===== src/rtl/pipe_sched.sv =====
// Pipeline stall/flush scheduler with drain-and-halt FSM.
// Optional performance counters are built only when PIPE_SCHED_PERF_EN is defined.
module pipe_sched #(
  parameter int STAGES     = 6,
  parameter int ADDR_WIDTH = 32,
  parameter int JUMP_STAGE = 3,
  parameter int CNT_WIDTH  = 32
) (
  input  logic                  clk_i,
  input  logic                  rst_i,
  input  logic [STAGES-1:0]     stallreq_i,
  input  logic                  jump_enable_i,
  input  logic [ADDR_WIDTH-1:0] jump_addr_i,
  input  logic                  halt_req_i,
  output logic [STAGES-1:0]     stall_o,
  output logic                  flush_jump_o,
  output logic [ADDR_WIDTH-1:0] new_pc_o,
  output logic                  halt_o,
  output logic [1:0]            state_o,
  output logic [CNT_WIDTH-1:0]  cyc_cnt_o,
  output logic [CNT_WIDTH-1:0]  stall_cnt_o,
  output logic [CNT_WIDTH-1:0]  flush_cnt_o
);

  typedef enum logic [1:0] {
    RUN    = 2'd0,
    DRAIN  = 2'd1,
    HALTED = 2'd2
  } state_t;

  localparam int DW = (STAGES > 1) ? $clog2(STAGES) : 1;
  localparam logic [DW-1:0] DRAIN_LOAD = DW'(STAGES - 1);

  state_t                state, state_next;
  logic                  pending, pending_next;
  logic [ADDR_WIDTH-1:0] pend_addr, pend_addr_next;
  logic [DW-1:0]         drain_cnt, drain_cnt_next;
  logic [STAGES-1:0]     stall_mask;
  logic [STAGES-1:0]     stall;
  logic                  stalled_at_jump;
  logic                  flush;
  logic [ADDR_WIDTH-1:0] new_pc;
  logic                  acc;

  // A stall at stage k holds every older stage 0..k.
  always_comb begin
    stall_mask = '0;
    acc        = 1'b0;
    for (int j = STAGES - 1; j >= 0; j--) begin
      acc           = acc | stallreq_i[j];
      stall_mask[j] = acc;
    end
  end

  assign stalled_at_jump = stall_mask[JUMP_STAGE];

  // Redirect arbitration and FSM next state.
  always_comb begin
    state_next     = state;
    pending_next   = pending;
    pend_addr_next = pend_addr;
    drain_cnt_next = drain_cnt;
    flush          = 1'b0;
    new_pc         = '0;
    stall          = stall_mask;

    if (state != HALTED) begin
      if (pending) begin
        if (!stalled_at_jump) begin
          flush        = 1'b1;
          new_pc       = pend_addr;
          pending_next = 1'b0;
        end else begin
          pending_next = 1'b1;
        end
      end else if (jump_enable_i) begin
        if (!stalled_at_jump) begin
          flush  = 1'b1;
          new_pc = jump_addr_i;
        end else begin
          pending_next   = 1'b1;
          pend_addr_next = jump_addr_i;
        end
      end else begin
        pending_next = 1'b0;
      end
    end else begin
      pending_next = 1'b0;
    end

    case (state)
      RUN: begin
        if (halt_req_i) begin
          state_next     = DRAIN;
          drain_cnt_next = DRAIN_LOAD;
        end else begin
          state_next = RUN;
        end
      end
      DRAIN: begin
        stall[0] = 1'b1;
        // The counter reaches zero on the same edge that enters HALTED,
        // so DRAIN lasts STAGES-1 stall-free cycles.
        if (stallreq_i == '0) begin
          if (drain_cnt <= DW'(1)) begin
            state_next = HALTED;
          end else begin
            state_next = DRAIN;
          end
          drain_cnt_next = (drain_cnt == '0) ? '0 : drain_cnt - DW'(1);
        end else begin
          drain_cnt_next = drain_cnt;
        end
      end
      HALTED: begin
        stall      = '1;
        state_next = HALTED;
      end
      default: begin
        state_next = RUN;
      end
    endcase
  end

  // State, pending redirect and drain counter registers.
  always_ff @(posedge clk_i) begin
    if (rst_i) begin
      state     <= RUN;
      pending   <= 1'b0;
      pend_addr <= '0;
      drain_cnt <= '0;
    end else begin
      state     <= state_next;
      pending   <= pending_next;
      pend_addr <= pend_addr_next;
      drain_cnt <= drain_cnt_next;
    end
  end

  assign stall_o      = rst_i ? '0 : stall;
  assign flush_jump_o = ~rst_i & flush;
  assign new_pc_o     = rst_i ? '0 : new_pc;
  assign halt_o       = ~rst_i & (state == HALTED);
  assign state_o      = rst_i ? 2'b00 : state;

`ifdef PIPE_SCHED_PERF_EN
  logic [CNT_WIDTH-1:0] cyc_cnt, stall_cnt, flush_cnt;

  function automatic logic [CNT_WIDTH-1:0] sat_inc(input logic [CNT_WIDTH-1:0] v,
                                                   input logic en);
    if (en && (v != '1)) begin
      return v + CNT_WIDTH'(1);
    end else begin
      return v;
    end
  endfunction

  // Saturating performance counters.
  always_ff @(posedge clk_i) begin
    if (rst_i) begin
      cyc_cnt   <= '0;
      stall_cnt <= '0;
      flush_cnt <= '0;
    end else begin
      cyc_cnt   <= sat_inc(cyc_cnt, 1'b1);
      stall_cnt <= sat_inc(stall_cnt, stall[0]);
      flush_cnt <= sat_inc(flush_cnt, flush);
    end
  end

  assign cyc_cnt_o   = rst_i ? '0 : cyc_cnt;
  assign stall_cnt_o = rst_i ? '0 : stall_cnt;
  assign flush_cnt_o = rst_i ? '0 : flush_cnt;
`else
  assign cyc_cnt_o   = '0;
  assign stall_cnt_o = '0;
  assign flush_cnt_o = '0;
`endif

endmodule

===== config.mk =====
export PLATFORM = sky130hd
export DESIGN_NAME = pipe_sched
export DESIGN_NICKNAME = d
export VERILOG_FILES = /design/src/rtl/pipe_sched.sv
export SDC_FILE = /design/constraint.sdc
export NUM_CORES = 1
export LEC_CHECK = 0
export CAP_MARGIN = 0
export CORE_UTILIZATION = 35
export CTS_BUF_LIST = sky130_fd_sc_hd__clkbuf_8
export CTS_CLUSTER_SIZE = 10
export DETAILED_ROUTE_END_ITERATION = 8
export GPL_TIMING_DRIVEN = 0
export PLACE_DENSITY_LB_ADDON = 0.3
export SYNTH_ARGS = -nofsm -noshare
export SYNTH_HDL_FRONTEND = slang
export SYNTH_SLANG_ARGS = --single-unit

===== constraint.sdc =====
create_clock -name clk_i -period 1.59 [get_ports clk_i]
set_input_delay 0.159 -clock clk_i [delete_from_list [all_inputs] [get_ports clk_i]]
set_output_delay 0.159 -clock clk_i [all_outputs]
set_load 0.03 [all_outputs]

; ---- Yosys cells after proc, flatten, opt, wreduce, memory -nomap -nowiden
; Index checks and enable logic that the tools add are counted.
[classes]
reduce_logical = 8
n_mux = 25
eq_ne = 5
div_mod_pow = 0
n_addsub = 1
multipliers = 0
shift = 0
n_bitwise = 10
n_lt_le_gt_ge = 1
[op_table]
columns = cell, n
row1 = two-way mux 32 bit, 6
row2 = two-way mux 1 bit, 9
row3 = two-way mux 3 bit, 3
row4 = logical NOT 6 bit, 1
row5 = two-way mux 2 bit, 3
row6 = two-way mux 6 bit, 1
row7 = != test 2 bit (second input constant), 3
row8 = case mux 2 bit (3 select lines), 1
row9 = case mux 3 bit (2 select lines), 1
row10 = two-way mux 5 bit, 1
row11 = bitwise OR 1 bit, 5
row12 = AND reduction 4 bit, 1
row13 = OR reduction 2 bit, 2
row14 = less-or-equal comparator 3 x 1 -> 1 bit (second input constant), 1
row15 = logical NOT 3 bit, 1
row16 = inverter 1 bit, 3
row17 = AND reduction 3 bit, 1
row18 = subtractor 3 x 1 -> 3 bit (second input constant), 1
row19 = AND 1 bit, 2
row20 = == test 2 x 1 -> 1 bit (second input constant), 1
row21 = == test 2 bit (second input constant), 1
row22 = logical NOT 2 bit, 1
row23 = nonzero test 2 bit, 1
[totals]
mem_count = 0
output_inout_bits = 138
mem_bits_rw = 0
latch_bits = 0
inputBits = 42
ff_bits = 38
mem_bits_ro = 0

; ---- Longest topological paths before layout
; Gate-level depths: netlist of the first run.
[depth]
word_depth = 7
mapped_depth = 7
ltp_nobuf = 5

; ---- Worst setup path before layout of the first run
; OpenSTA, ideal clock, no wires.
[synth_timing]
kind = register to output
start = register state[0]
end = output port new_pc_o[30]
path_buffers = 2
slack_ns = -0.411
arrival_time_ns = 1.842
stages_incl_launch_ff = 8
t_required_ns = 1.431
cell_sequence = dfxtp_1 inv_1 ha_1 buf_2 nor2_1 clkbuf_1 nand2_1 a21oi_1
[synth_via]
elab_chain_len = 3
[synth_lines]
columns = item, line
row1 = start: declaration, 34  ; state_t state, state_next;
row2 = start signal: assignment, 133  ; state <= state_next;
row3 = != test 2 bit, 67  ; if (state != HALTED) begin
row4 = two-way mux 32 bit, 67
row5 = two-way mux 32 bit, 142  ; assign new_pc_o = rst_i ? '0 : new_pc;
row6 = end: declaration, 17  ; output logic [ADDR_WIDTH-1:0] new_pc_o,
; No other way between the ends.

; ---- Final worst setup path of the first run
[layout_timing]
start = register state[1]
end = output port new_pc_o[10]
; The elaborated chain is that of the path after synthesis.

==> results of run 1 <==
[sequential cells by signal (all words and copies together) (netlist names)]
name       flops
pend_addr     32
drain_cnt      3
state          2
pending        1
[cell type report]
cell class	count	area share [%]
sequential	38	14.2
multi-input combinational	350	42.3
buffer	130	18.6
timing repair buffer	112	20.5
clock buffer	6	1.53
inverter	6	0.418
tap	105	2.44
[routing by layer]
layer / share of wire (%) / track usage, % / vias to the layer above
li1: - / - / 1742
met1: 40 / 26.8 / 1609
met2: 50 / 35.8 / 184
met3: 8.9 / 4.55 / 12
met4: 1.0 / 5.35 / 0
met5: 0 / 0 / -
[worst reg2reg max path, cell delays in order (launching register included)]
cell     delay (ns)
dfxtp_4        0.38
ha_4           0.20
buf_4          0.14
buf_6          0.12
or3b_4         0.47
buf_6          0.18
o21ai_4        0.14
a21oi_2        0.08
[synthesized netlist by cell type (all sizes together)]
master and n:
mux2i 1, nor3b 1, nand3 33, nor2 46
nand2 4, mux2 2, inv 6, dfxtp 38
or3b 1, a2111oi 1, a31oi 32, nor4b 2
or3 2, a211oi 2, or4b 1, nor4 5
nor3 8, a21oi 66, o21ai 35, buf 113
clkbuf 19, o211ai 1, ha 6, o2bb2ai 1
nand3b 1, nor2b 3, conb 1
[power by group]
group | internal (mW) | switching [mW]
Sequential | 1.01 | 0.0553
Clock | 0.335 | 0.344
Combinational | 0.660 | 0.946
[how the worst max path moves through the flow]
stage                               to  slack (ns)           from
after global routing      new_pc_o[27]       -0.31       state[1]
after global placement    new_pc_o[30]       -1.13  stallreq_i[5]
final                     new_pc_o[10]       -0.25       state[1]
after floorplan           new_pc_o[30]     -0.0006       state[0]
after detailed placement  new_pc_o[10]       -1.15  stallreq_i[5]
after CTS                 new_pc_o[11]       -0.32       state[0]
[kinds of logic (layout without fill, tap and decap cells)]
kind of cell | Yosys count | after routing
compound gates | 138 | 138
buf+inv | 138 | 254
simple gates | 107 | 107
flops | 38 | 38
fa+ha+maj | 6 | 6
mux | 3 | 3
other cells | 1 | 96
[metrics by stage]
| stage | power, mW | instance area, sq um | utilization [%] |
|---|---|---|---|
| 4_1_cts | 3.23 | 5120 | 61.4 |
| 5_1_grt | 3.50 | 5390 | 64.7 |
| 3_5_place_dp | 2.41 | 4540 | 54.4 |
| 6_report | 3.35 | 5390 | 64.7 |
| 2_1_floorplan | 2.07 | 3570 | - |
| 3_3_place_gp | 2.40 | 4540 | 54.4 |
[repair_timing]
item / in CTS / in global routing
gates resized for setup: 388 / 60
setup buffers: 14 / 10
endpoints found under the setup margin: 78 / 75
cloned: 6 / 0
pin swaps: 43 / 22
==> metrics.md, run 1 <==
| Metric | Value |
|---|---|
| Register area | `766 sq um` |
| RSZ-0062 raised after global routing | `yes` |
| Most frequent cells in the layout | `128 x buf_4, 96 x conb_1, 54 x a21oi_1, 45 x buf_6, 36 x dfxtp_1` |
| Final WL | `10,400 um` |
| RePlAce Congestion | `0.833` |
| Register-to-register setup slack | `-0.23 ns` |
| Synth Area in Adders | `2.44%` |
| Drt pass-1 iters | `4` |
| Final Hold Vio Count | `0` |
| CP delay by family, top | `buffers and inverters` |
| Top cell by count, worst path | `buf_6` |
| Reg-to-Reg End | `pend_addr[25]` |
| Setup_tns | `-13.75 ns` |
| Hold Crit Endpoint | `pend_addr[7]` |
| Total track usage | `21.0%` |
| Synthesized area per cell | `7.12 sq um` |
| Dpl hpwl | `6690 um` |
| Die Ht | `95.7 um` |
| Maxcap violations | `0` |
| Synth top area cells | `dfxtp_1 25%, buf_4 24%, a21oi_1 11%, a31oi_1 6.5%, nor2_1 5.6%` |
| Skew final | `0.00893 ns` |
| Pre-CTS WS | `-1.15 ns` |
| Worst path depth | `7` |
| R2R depth | `7` |
| Fill cells | `735` |
| Failing checks | `negative setup slack` |
| Clk sinks | `38` |
| Cells after synthesis | `431` |
| Fin nets | `691` |
| Worst Path Buf+Inv | `3` |
| Drt initial violations | `169` |
| H-tree level count | `2` |
| Port Buf Inserts | `83` |
| Slew headroom | `38.0%` |
| Worst hold slack | `0.433 ns` |
| CTS tree | `done` |
| Vias | `3,547` |
| Leakage | `2.39 nW` |
| Tmin final | `1.84 ns` |
| Final worst slack | `-0.254 ns` |
| Core region area | `8340 sq um` |
| Worst path max stage delay | `0.38 ns` |
| Die area | `9150 sq um` |
| CP startpoint kind | `flop` |
| Hold Crit Class | `in -> reg` |
| Commonest non-fill, non-tap cell in the layout | `buf_4` |
| Yosys top cell by area | `dfxtp_1` |
| Maximum fanout along the worst path | `6` |
| Main combinational cell family by area after synthesis | `buffers and inverters` |
| Number of global-route vias before repair | `3,109` |
| Chip width | `95.7 um` |
| Slew of the pin with the lowest slew margin | `0.930 ns` |
| Residual DRC count | `0` |
| Crit path arrival time | `1.68 ns` |
| TritonCTS buffer count | `5` |
| Via density per instance | `4.75` |
| ANT cells | `0` |
| First-pass GRT wire length | `15,100 um` |
| Tcrit/Tclk final | `116%` |
| Synth top area share | `24.8%` |
| CTS clk-pin slew, worst paths | `0.07 ns` |
| Min-delay src | `jump_enable_i` |
| Req. time, crit path | `1.43 ns` |
| Num rows | `33` |
| Post-DRT Antenna Nets | `0` |
| Multiplexer area fraction after synthesis | `1.06%` |
| Bufs on Longest Clock Path | `2` |
| Placed cells | `714` |
| Synth Area in Compound Gates | `24.3%` |
| Synth Register Bits | `38` |
| Initial core utilization | `36.8%` |
| Area of the multi-input gates | `2280 sq um` |
| Layout cells sized above 1 | `48.4%` |
| CP Cell Sequence | `ha_4 -> nor3_4 -> buf_6 -> clkbuf_8 -> a31oi_1 -> nor2_2 -> buf_6` |
| Sequential area share after synthesis | `24.8%` |
| Slew Limit Fails | `0` |
| Yosys cell types | `33` |
| Worst IR drop on VDD | `0.000319 V` |
| Area growth from synthesis to layout | `75.7%` |
| Synth Area in Simple Gates | `17.4%` |
| Slowest CP cell | `dfxtp_4` |
| Mapped Area | `3070 sq um` |
| Setup crit end kind | `primary output` |
| Synth warnings | `0` |
| WHS Path Cells | `4` |
| Final setup viols | `70` |
| WL/cell | `14.0 um` |
| # IOs | `180` |
| Fmax achieved | `542 MHz` |
| Setup CP Type | `reg -> out` |
| Initial antenna violation count | `0` |
| Finished Layout Cells | `747` |
| Largest net degree at the start of global routing | `11` |
| Clock Tree Root | `clkbuf_8` |
| GRT overflow | `0` |
| Crit Reg-Reg Startpoint | `state[1]` |
| Clock Latency Late Sink | `0.29 ns` |
| XOR/XNOR Fraction of Synth Area | `0%` |
| Status | `finished with violations` |
| Power per cell area | `622 nW/um^2` |
| Hold_buf cts | `0` |
Note: power is estimated with default switching activity, not from simulation.
==> run 2: changes to the inputs <==
--- a/config.mk
+++ b/config.mk
@@ -5,9 +5,10 @@
 export SDC_FILE = /design/constraint.sdc
 export NUM_CORES = 1
 export LEC_CHECK = 0
-export CAP_MARGIN = 0
+export CAP_MARGIN = 20
 export CORE_UTILIZATION = 35
 export CTS_BUF_LIST = sky130_fd_sc_hd__clkbuf_8
+export CTS_CLUSTER_DIAMETER = 150
 export CTS_CLUSTER_SIZE = 10
 export DETAILED_ROUTE_END_ITERATION = 8
 export GPL_TIMING_DRIVEN = 0
==> results of run 2 <==
Same layout as run 1: the final DEF is identical, and so are final timing and power.
==> run 3: changes to the inputs <==
--- a/config.mk
+++ b/config.mk
@@ -16,3 +16,4 @@
 export SYNTH_ARGS = -nofsm -noshare
 export SYNTH_HDL_FRONTEND = slang
 export SYNTH_SLANG_ARGS = --single-unit
+export TNS_END_PERCENT = 1
==> metrics.md, run 3 (same netlist as run 1, synthesis figures left out) <==
| Metric | Value |
|---|---|
| Status | `finished with violations` |
| Failing checks | `negative setup slack` |
| Setup CP Type | `in -> out` |
| Area growth from synthesis to layout | `62.5%` |
| Slowest CP cell | `or3_4` |
| Hold_buf cts | `0 (unchanged)` |
| Num rows | `33 (unchanged)` |
| Drt initial violations | `168 (-0.59%)` |
| Dpl hpwl | `6690 um (about the same)` |
| Initial antenna violation count | `0 (unchanged)` |
| Total track usage | `19.7% (-1.4 points)` |
| Pre-CTS WS | `-1.16 ns (-0.00753 ns)` |
| First-pass GRT wire length | `14,200 um (-6.1%)` |
| Core region area | `8340 sq um (unchanged)` |
| Clock Tree Root | `clkbuf_8` |
| Number of global-route vias before repair | `3,019 (-2.9%)` |
| RePlAce Congestion | `0.807 (-3.1%)` |
| Via density per instance | `4.66 (-1.9%)` |
| Layout cells sized above 1 | `38.1% (-10 points)` |
| CP Cell Sequence | `dlygate4sd2_1 -> or3_4 -> buf_6 -> buf_6 -> nor3_1 -> nor2_1 -> clkdlybuf4s15_2` |
| CTS clk-pin slew, worst paths | `0.07 ns (about the same)` |
| Vias | `3,432 (-3.2%)` |
| Regs by FF count | `pend_addr x32, drain_cnt x3, state x2` |
| CP delay by family, top | `buffers and inverters` |
| Worst IR drop on VDD | `0.000423 V (+33%)` |
| Initial core utilization | `36.8% (unchanged)` |
| Worst Path Buf+Inv | `4 (+1)` |
| Placed cells | `714 (unchanged)` |
| Setup crit end kind | `primary output` |
| TritonCTS buffer count | `5 (unchanged)` |
| Maxcap violations | `0 (unchanged)` |
| Bufs on Longest Clock Path | `2 (unchanged)` |
| Clock Latency Late Sink | `0.29 ns (about the same)` |
| Tmin final | `1.93 ns (+0.0826 ns)` |
| Biggest register | `pend_addr` |
| ANT cells | `0 (unchanged)` |
| Final setup viols | `71 (+1.4%)` |
| # IOs | `180 (unchanged)` |
| RSZ-0062 raised after global routing | `yes` |
| Maximum fanout along the worst path | `10 (+4)` |
| Clk sinks | `38 (unchanged)` |
| Most frequent cells in the layout | `118 x buf_4, 96 x conb_1, 65 x a21oi_1, 41 x buf_6, 37 x clkdlybuf4s50_1` |
| Fill cells | `772 (+5.0%)` |
| Slew Limit Fails | `0 (unchanged)` |
| Port Buf Inserts | `83 (unchanged)` |
| Tcrit/Tclk final | `121% (+5.2 points)` |
| Worst path max stage delay | `0.45 ns (+0.07 ns)` |
| Top cell by count, worst path | `buf_6` |
| Die area | `9150 sq um (unchanged)` |
| H-tree level count | `2 (unchanged)` |
| Die Ht | `95.7 um (unchanged)` |
| WL/cell | `12.6 um (-10%)` |
| CP startpoint kind | `input port` |
| Max reg flops | `32 (unchanged)` |
| Req. time, crit path | `1.43 ns (about the same)` |
| GRT overflow | `0 (unchanged)` |
| Final WL | `9260 um (-11%)` |
| Fin nets | `679 (-1.7%)` |
| Skew final | `0.00137 ns (-0.00756 ns)` |
| Largest net degree at the start of global routing | `12 (+1)` |
| Power per cell area | `667 nW/um^2 (+7.2%)` |
| Final Hold Vio Count | `0 (unchanged)` |
| Drt pass-1 iters | `4 (unchanged)` |
| Chip width | `95.7 um (unchanged)` |
| Residual DRC count | `0 (unchanged)` |
| Commonest non-fill, non-tap cell in the layout | `buf_4` |
| Leakage | `2.29 nW (-4.0%)` |
| Final worst slack | `-0.336 ns (-0.0826 ns)` |
| Hold Crit Class | `in -> reg` |
| Fmax achieved | `519 MHz (-4.3%)` |
| Crit path arrival time | `1.77 ns (+0.09 ns)` |
| Finished Layout Cells | `737 (-1.3%)` |
| Post-DRT Antenna Nets | `0 (unchanged)` |
| CTS tree | `done` |
run 3: worst register-to-register path: stages (launching register included):
cell and delay, ns:
dfxtp_2 0.36, inv_4 0.05, ha_4 0.16, buf_2 0.16, buf_4 0.14, nor3b_2 0.36
buf_4 0.26, nand3_1 0.10, a21oi_1 0.14
run 3: cell type report:
cell class / count / area (sq um) / share of cell area, %
Buffer: 132 / 1020 / 20.4
Clock buffer: 5 / 68.8 / 1.38
Clock inverter: 3 / 37.5 / 0.752
Inverter: 6 / 25.0 / 0.502
Multi-Input combinational cell: 350 / 1950 / 39.1
Sequential cell: 38 / 766 / 15.3
Tap cell: 105 / 131 / 2.63
Timing Repair Buffer: 98 / 990 / 19.8
run 3: repair_timing:
item	4_1_cts	5_1_grt
endpoints found under the setup margin	77	76
cloned	4	0
pin swaps	5	5
resized for setup	314	18
setup buffers	9	2
run 3: worst paths after layout:
kind                            slack [ns]     startpoint            end  cells after the start
worst max-delay path                 -0.34  stallreq_i[5]     stall_o[0]                      7
worst min register to register        0.48  pend_addr[23]  pend_addr[23]                      2
worst max register to register       -0.19       state[0]  pend_addr[26]                      8
worst min-delay path                  0.43          rst_i   drain_cnt[1]                      4
run 3: layer usage:
metal	share of wire [%]	routed length [um]	track usage, %	vias to the layer above
met5	0	0	0	-
met4	1.2	111	5.10	0
met3	11	975	5.42	11
met2	47	4320	31.8	171
met1	42	3860	25.7	1538
li1	-	-	-	1712
run 3: stage by stage:
stage          util [%]  hold slack, ns  setup TNS [ns]  instance area [sq um]  total power, mW
2_1_floorplan         -           0.307         -0.0618                   3570             2.07
3_3_place_gp       54.4           0.459          -53.62                   4530             2.39
3_5_place_dp       54.4           0.466          -54.26                   4530             2.41
4_1_cts            59.3           0.413          -15.90                   4940             3.30
5_1_grt            59.8           0.457          -20.69                   4990             3.49
6_report           59.8           0.429          -15.81                   4990             3.33
run 3: where the power goes:
group          internal [mW]  switching, mW
Sequential              1.01         0.0403
Combinational          0.596          0.865
Clock                  0.457          0.354
